==> src/rtl/scan_out_deser.sv <==
// scan_out_deser: samples a qualified serial readback line, packs bits LSB-first into words, buffers them in a small FIFO.
// Latency: a word is written to the FIFO on the edge that samples its last bit; done_o follows one cycle after that edge.
// Backpressure: readout pops via valid/ready; the serial stream cannot stall, so a push into a full FIFO drops the word and sets overflow_o.

// scan_out_fifo: generic synchronous FIFO with a registered-pointer head and an occupancy counter.
// Latency: a written entry is visible at the head on the cycle after the write edge.
// Backpressure: in_rdy is low only when full and no pop is happening in the same cycle.
module scan_out_fifo #(
    parameter int W     = 33,
    parameter int DEPTH = 4
) (
    input  logic         pl_clk1,
    input  logic         reset,
    input  logic         in_vld,
    input  logic [W-1:0] in_dat,
    output logic         in_rdy,
    output logic         out_vld,
    output logic [W-1:0] out_dat,
    input  logic         out_rdy
);
    localparam int PW = (DEPTH > 1) ? $clog2(DEPTH) : 1;
    localparam int CW = PW + 1;

    logic [W-1:0]  mem [DEPTH];
    logic [PW-1:0] wr_ptr;
    logic [PW-1:0] rd_ptr;
    logic [CW-1:0] count;
    logic          wr_en;
    logic          rd_en;

    // Handshake decode; a pop frees the slot a same-cycle push needs when full.
    always_comb begin
        out_vld = (count != '0);
        rd_en   = out_vld && out_rdy;
        in_rdy  = (count != CW'(DEPTH)) || rd_en;
        wr_en   = in_vld && in_rdy;
        out_dat = out_vld ? mem[rd_ptr] : '0;
    end

    // Storage array; contents need no reset because the head is gated by out_vld.
    always_ff @(posedge pl_clk1) begin
        if (wr_en) begin
            mem[wr_ptr] <= in_dat;
        end
    end

    // Pointers wrap naturally at the power-of-two depth; count tracks occupancy.
    always_ff @(posedge pl_clk1) begin
        if (reset) begin
            wr_ptr <= '0;
            rd_ptr <= '0;
            count  <= '0;
        end else begin
            if (wr_en) begin
                wr_ptr <= wr_ptr + PW'(1);
            end
            if (rd_en) begin
                rd_ptr <= rd_ptr + PW'(1);
            end
            case ({wr_en, rd_en})
                2'b10:   count <= count + CW'(1);
                2'b01:   count <= count - CW'(1);
                default: count <= count;
            endcase
        end
    end
endmodule

module scan_out_deser #(
    parameter int WORD_W     = 32,
    parameter int FIFO_DEPTH = 4,
    parameter int CNT_W      = 16
) (
    input  logic              pl_clk1,
    input  logic              reset,
    input  logic              start_i,
    input  logic [CNT_W-1:0]  bit_count_i,
    input  logic              sample_en_i,
    input  logic              serial_i,
    output logic [WORD_W-1:0] word_o,
    output logic              last_o,
    output logic              word_valid_o,
    input  logic              word_ready_i,
    output logic              busy_o,
    output logic              done_o,
    output logic              overflow_o
);
    localparam int FILL_W = (WORD_W > 1) ? $clog2(WORD_W) : 1;

    typedef enum logic [1:0] {
        ST_IDLE,
        ST_CAPTURE,
        ST_FLUSH,
        ST_DONE
    } state_t;

    state_t            state_q;
    state_t            state_d;
    logic [CNT_W-1:0]  rem_q;
    logic [FILL_W-1:0] fill_q;
    logic [WORD_W-1:0] shift_q;
    logic              overflow_q;

    logic              sample;
    logic              last_bit;
    logic              word_end;
    logic              drop;
    logic [WORD_W-1:0] bit_vec;
    logic [WORD_W-1:0] merged;
    logic              fifo_in_rdy;
    logic [WORD_W:0]   head_dat;

    // Sample qualification and the word being assembled including this cycle's bit.
    always_comb begin
        sample   = (state_q == ST_CAPTURE) && sample_en_i && (rem_q != '0);
        last_bit = sample && (rem_q == CNT_W'(1));
        word_end = sample && ((fill_q == FILL_W'(WORD_W - 1)) || last_bit);
        bit_vec  = {{(WORD_W-1){1'b0}}, serial_i};
        merged   = shift_q | (bit_vec << fill_q);
        drop     = word_end && !fifo_in_rdy;
    end

    // State register.
    always_ff @(posedge pl_clk1) begin
        if (reset) begin
            state_q <= ST_IDLE;
        end else begin
            state_q <= state_d;
        end
    end

    // Next state: FLUSH adds the cycle between the final push and the done pulse.
    always_comb begin
        state_d = state_q;
        busy_o  = 1'b0;
        done_o  = 1'b0;
        case (state_q)
            ST_IDLE: begin
                if (start_i) begin
                    state_d = ST_CAPTURE;
                end
            end
            ST_CAPTURE: begin
                busy_o = 1'b1;
                if (rem_q == '0) begin
                    state_d = ST_DONE;
                end else if (last_bit) begin
                    state_d = ST_FLUSH;
                end
            end
            ST_FLUSH: begin
                busy_o  = 1'b1;
                state_d = ST_DONE;
            end
            ST_DONE: begin
                done_o  = 1'b1;
                state_d = ST_IDLE;
            end
            default: state_d = ST_IDLE;
        endcase
    end

    // Capture datapath: latch the request on start, then shift bits in and clear after each push.
    always_ff @(posedge pl_clk1) begin
        if (reset) begin
            rem_q      <= '0;
            fill_q     <= '0;
            shift_q    <= '0;
            overflow_q <= 1'b0;
        end else begin
            if ((state_q == ST_IDLE) && start_i) begin
                rem_q      <= bit_count_i;
                fill_q     <= '0;
                shift_q    <= '0;
                overflow_q <= 1'b0;
            end else if (sample) begin
                rem_q <= rem_q - CNT_W'(1);
                if (word_end) begin
                    fill_q  <= '0;
                    shift_q <= '0;
                end else begin
                    fill_q  <= fill_q + FILL_W'(1);
                    shift_q <= merged;
                end
            end
            if (drop) begin
                overflow_q <= 1'b1;
            end
        end
    end

    scan_out_fifo #(
        .W     (WORD_W + 1),
        .DEPTH (FIFO_DEPTH)
    ) u_fifo (
        .pl_clk1 (pl_clk1),
        .reset   (reset),
        .in_vld  (word_end),
        .in_dat  ({last_bit, merged}),
        .in_rdy  (fifo_in_rdy),
        .out_vld (word_valid_o),
        .out_dat (head_dat),
        .out_rdy (word_ready_i)
    );

    // Head entry carries the last flag in its top bit.
    always_comb begin
        word_o     = head_dat[WORD_W-1:0];
        last_o     = head_dat[WORD_W];
        overflow_o = overflow_q;
    end
endmodule
==> config.mk <==
export PLATFORM = sky130hd
export DESIGN_NAME = scan_out_deser
export DESIGN_NICKNAME = d
export VERILOG_FILES = /design/src/rtl/scan_out_deser.sv
export SDC_FILE = /design/constraint.sdc
export NUM_CORES = 1
export LEC_CHECK = 0
export CAP_MARGIN = 20
export CORE_UTILIZATION = 50
export CTS_CLUSTER_DIAMETER = 200
export CTS_CLUSTER_SIZE = 25
export DETAILED_ROUTE_END_ITERATION = 16
export GPL_TIMING_DRIVEN = 0
export PLACE_DENSITY_LB_ADDON = 0.3
export REMOVE_ABC_BUFFERS = 1
export SLEW_MARGIN = 20
export SYNTH_ARGS = -nofsm -noshare
export SYNTH_HDL_FRONTEND = slang
export SYNTH_HIERARCHICAL = 1
export SYNTH_SLANG_ARGS = --single-unit
export TNS_END_PERCENT = 10
==> constraint.sdc <==
create_clock -name pl_clk1 -period 6.3 [get_ports pl_clk1]
set_input_delay 0.945 -clock pl_clk1 [delete_from_list [all_inputs] [get_ports pl_clk1]]
set_output_delay 0.945 -clock pl_clk1 [all_outputs]
set_load 0.05 [all_outputs]
==> results_dict.tcl <==
set metrics [dict create \
    status "finished clean" \
    crit_path_top_delay_cell "nor2_1" \
    worst_ir_drop_vdd_uv 261 \
    tns_ps 0 \
    synthSimpleGateAreaFrac_pct 13.4 \
    synth_ff_type "edfxtp_1" \
    ys_warn_count 6 \
    cts_max_path_buffers 2 \
    grt_pass1_vias 5127 \
    worstPathRequired_ps 6630 \
    numPortBuffers 58 \
    grt_max_degree 36 \
    maxSlewHeadroom_pct 26.1 \
    post_cts_buffers 0 \
    clock.fmax_mhz 256 \
    drt-met1-wl_um 7230 \
    tightest_slew_ps 1110 \
    antenna_found_initial 0 \
    seqCellArea_mm2 0.00527 \
    grt-ovfl-total 0 \
    clk_pin_slew_ps 70 \
    start_util_pct 51.5 \
    insertion_delay_ps 430 \
    fin_nets 711 \
    hold_class "flop to flop" \
    gp_congestion 0.767 \
    cts_tree "done" \
    dr.first_iter.drc_count 365 \
    synthMuxAreaShare_pct 9.03 \
    period_needed_ps 3900 \
    die-height_um 133 \
    crit_top_cell "inv_1" \
    synth.largest_area_cell "edfxtp_1" \
    highest_layer "met4" \
    slowest_delay_ps 870 \
    cts_max_level 4 \
    met2WireLength_um 8470 \
    cts_inserted_buffers 17 \
    synth-async-reset-ratio_pct 0 \
    power_density_mw_per_mm2 315 \
    die_w_um 133 \
    synth_xor_area_share_pct 1.94 \
    cp-end-kind "flop" \
    utilization_pct 60.1 \
    ys_seq_elements 197 \
    rsz0062_at_grt "false" \
    place_hpwl_um 10500 \
    yosysMostFrequentCell "edfxtp_1" \
    leakage_nw 3.62 \
    cts_resized 0 \
    clock-sinks 197 \
    drc 0 \
    finalMaxSlewViolations 0 \
    synth_compound_area_share_pct 8.43 \
    synth_commonest_cells "edfxtp_1, dfxtp_1, nor2_1, and2_1, nand2_1" \
    via_count 5219 \
    ioPinCount 59 \
    syn_inst 634 \
    root_buffer "clkbuf_16" \
    cp_max_fo 23 \
    antenna_cells 0 \
    placed_cell_area_mm2 0.00932 \
    n_fill_cell 1264 \
    period_share_pct 62.0 \
    fp-row-count 47 \
    met3RoutedLength_um 698 \
    drive_gt1_share_pct 14.2 \
    ys_types 61 \
    cp_top_family "simple AND/OR/NAND/NOR gates" \
    cts_hold_buf 0 \
    vias_per_cell 5.75 \
    synthAdderAreaFrac_pct 2.13 \
    dr.pass1.iters 5 \
    critPathBufInv 3 \
    syn_avg_cell_area_um2 13.5 \
    synth_edf_count 132 \
    multiInputGateArea_mm2 0.00301 \
    wire_per_inst_um 18.3 \
    grt_pass1_wl_um 26700 \
    finalSetupViolCount 0 \
    die-area_mm2 0.0177 \
    grt.total_usage_pct 19.8 \
    final_antenna_net_count 0 \
    synth_top_cell_area_share_pct 46.2 \
    hold_viol 0 \
    wl_um 16600 \
    start_kind "input port" \
    path_class "input port to flop" \
    synth_top_family_by_area "simple AND/OR/NAND/NOR gates" \
    ys_seq_area_share_pct 61.4 \
    postLayoutCellArea_mm2 0.0100 \
    netlist_area_mm2 0.00858 \
    cap_violations 0 \
    arrival_ps 4230 \
    fin_skew_ps 8.52 \
    syn2layout_area_growth_pct 16.5 \
    crit_chain "clkdlybuf4s50_1, and2_1, nand2_2, nor2_1, inv_1, nand3_1, fa_1, inv_1, o2111ai_1, a211oi_1" \
    core-area_mm2 0.0166 \
    synthTopCellsByArea "edfxtp_1, dfxtp_1, mux4_2" \
]
-- tightest hold or removal path, stage by stage (launching register included) --
cell and delay, ps:
dfxtp_1 330, a21oi_1 40, nor2_1 70
-- registers in the layout, indices dropped and copies added (netlist names), named ones only --
name,count
u_fifo/mem,132
shift_q,32
rem_q,16
fill_q,5
u_fifo/count,3
state_q,2
u_fifo/rd_ptr,2
u_fifo/wr_ptr,2
overflow_o,1
-- through the flow --
step	total power, mW	cells	worst slack, ps	hold slack [ps]
2_1_floorplan	1.82	591	2890	429
3_3_place_gp	1.92	869	1420	441
3_5_place_dp	1.95	876	2030	450
4_1_cts	3.16	908	2470	467
5_1_grt	3.27	908	2180	508
6_report	3.15	908	2400	465
-- area by class of cell --
type                            count  area share (%)
Multi-Input combinational cell    382            30.1
Clock buffer                       18            4.29
Inverter                           12           0.451
Sequential cell                   197            52.7
Timing Repair Buffer               65            7.18
Clock inverter                     14            2.48
Tap cell                          220            2.75
-- cells in the final DEF, fill, tap and decap left out, types with 3 or more instances in the layout --
cell               n
a211oi_1          14
and3_2             4
bufinv_16          6
nor3_1             5
a21oi_1           26
nor3b_1            5
clkdlybuf4s50_1   58
buf_12             3
o21ai_0            7
mux4_2            30
and2_1            35
clkinv_4           3
a41oi_1            4
a31oi_1           10
nor4_1             4
inv_1             12
xnor2_1            6
nor2_1            63
nand4_1            6
nand3b_1           4
or2_2              6
ha_1              13
nor4_4             4
a31o_2             7
mux4_1             3
a21o_1            19
dfxtp_1           63
edfxtp_1         132
clkbuf_16         17
and3_1             6
nand3_1           16
and4_1             4
xor2_1            13
nor2b_1            6
nand2_1           33
-- cell families (layout without fill, tap and decap cells) --
| kind of cell | count (synthesis) | after routing |
|---|---|---|
| multiplexers | 35 | 35 |
| adder cells (fa/ha/maj) | 14 | 14 |
| XOR/XNOR | 19 | 19 |
| AND/OR/NAND/NOR | 210 | 210 |
| flip-flops | 197 | 197 |
| buffers and inverters | 55 | 109 |
| AO/OA/AOI/OAI | 104 | 104 |
-- routing by layer --
| metal | track usage (%) | up-vias |
|---|---|---|
| met5 | 0 | - |
| met2 | 32.9 | 137 |
| met4 | 6.32 | 0 |
| met3 | 4.06 | 19 |
| li1 | - | 2461 |
| met1 | 26.1 | 2602 |
-- path summary, 6_finish.rpt --
check	slack [ps]	from	cells past startpoint	endpoint
max	2400	sample_en_i	10	u_fifo/count[1]
min	460	shift_q[31]	2	shift_q[31]
max reg2reg	2610	rem_q[0]	12	u_fifo/count[1]
min reg2reg	460	shift_q[31]	2	shift_q[31]
-- report_power, final --
part,internal [mW],leakage (nW),switching (mW)
Combinational,0.175,1.45,0.289
Sequential,1.41,1.84,0.0596
Clock,0.751,0.327,0.468
Total,2.33,3.62,0.816
(Power assumes the default switching activity.)
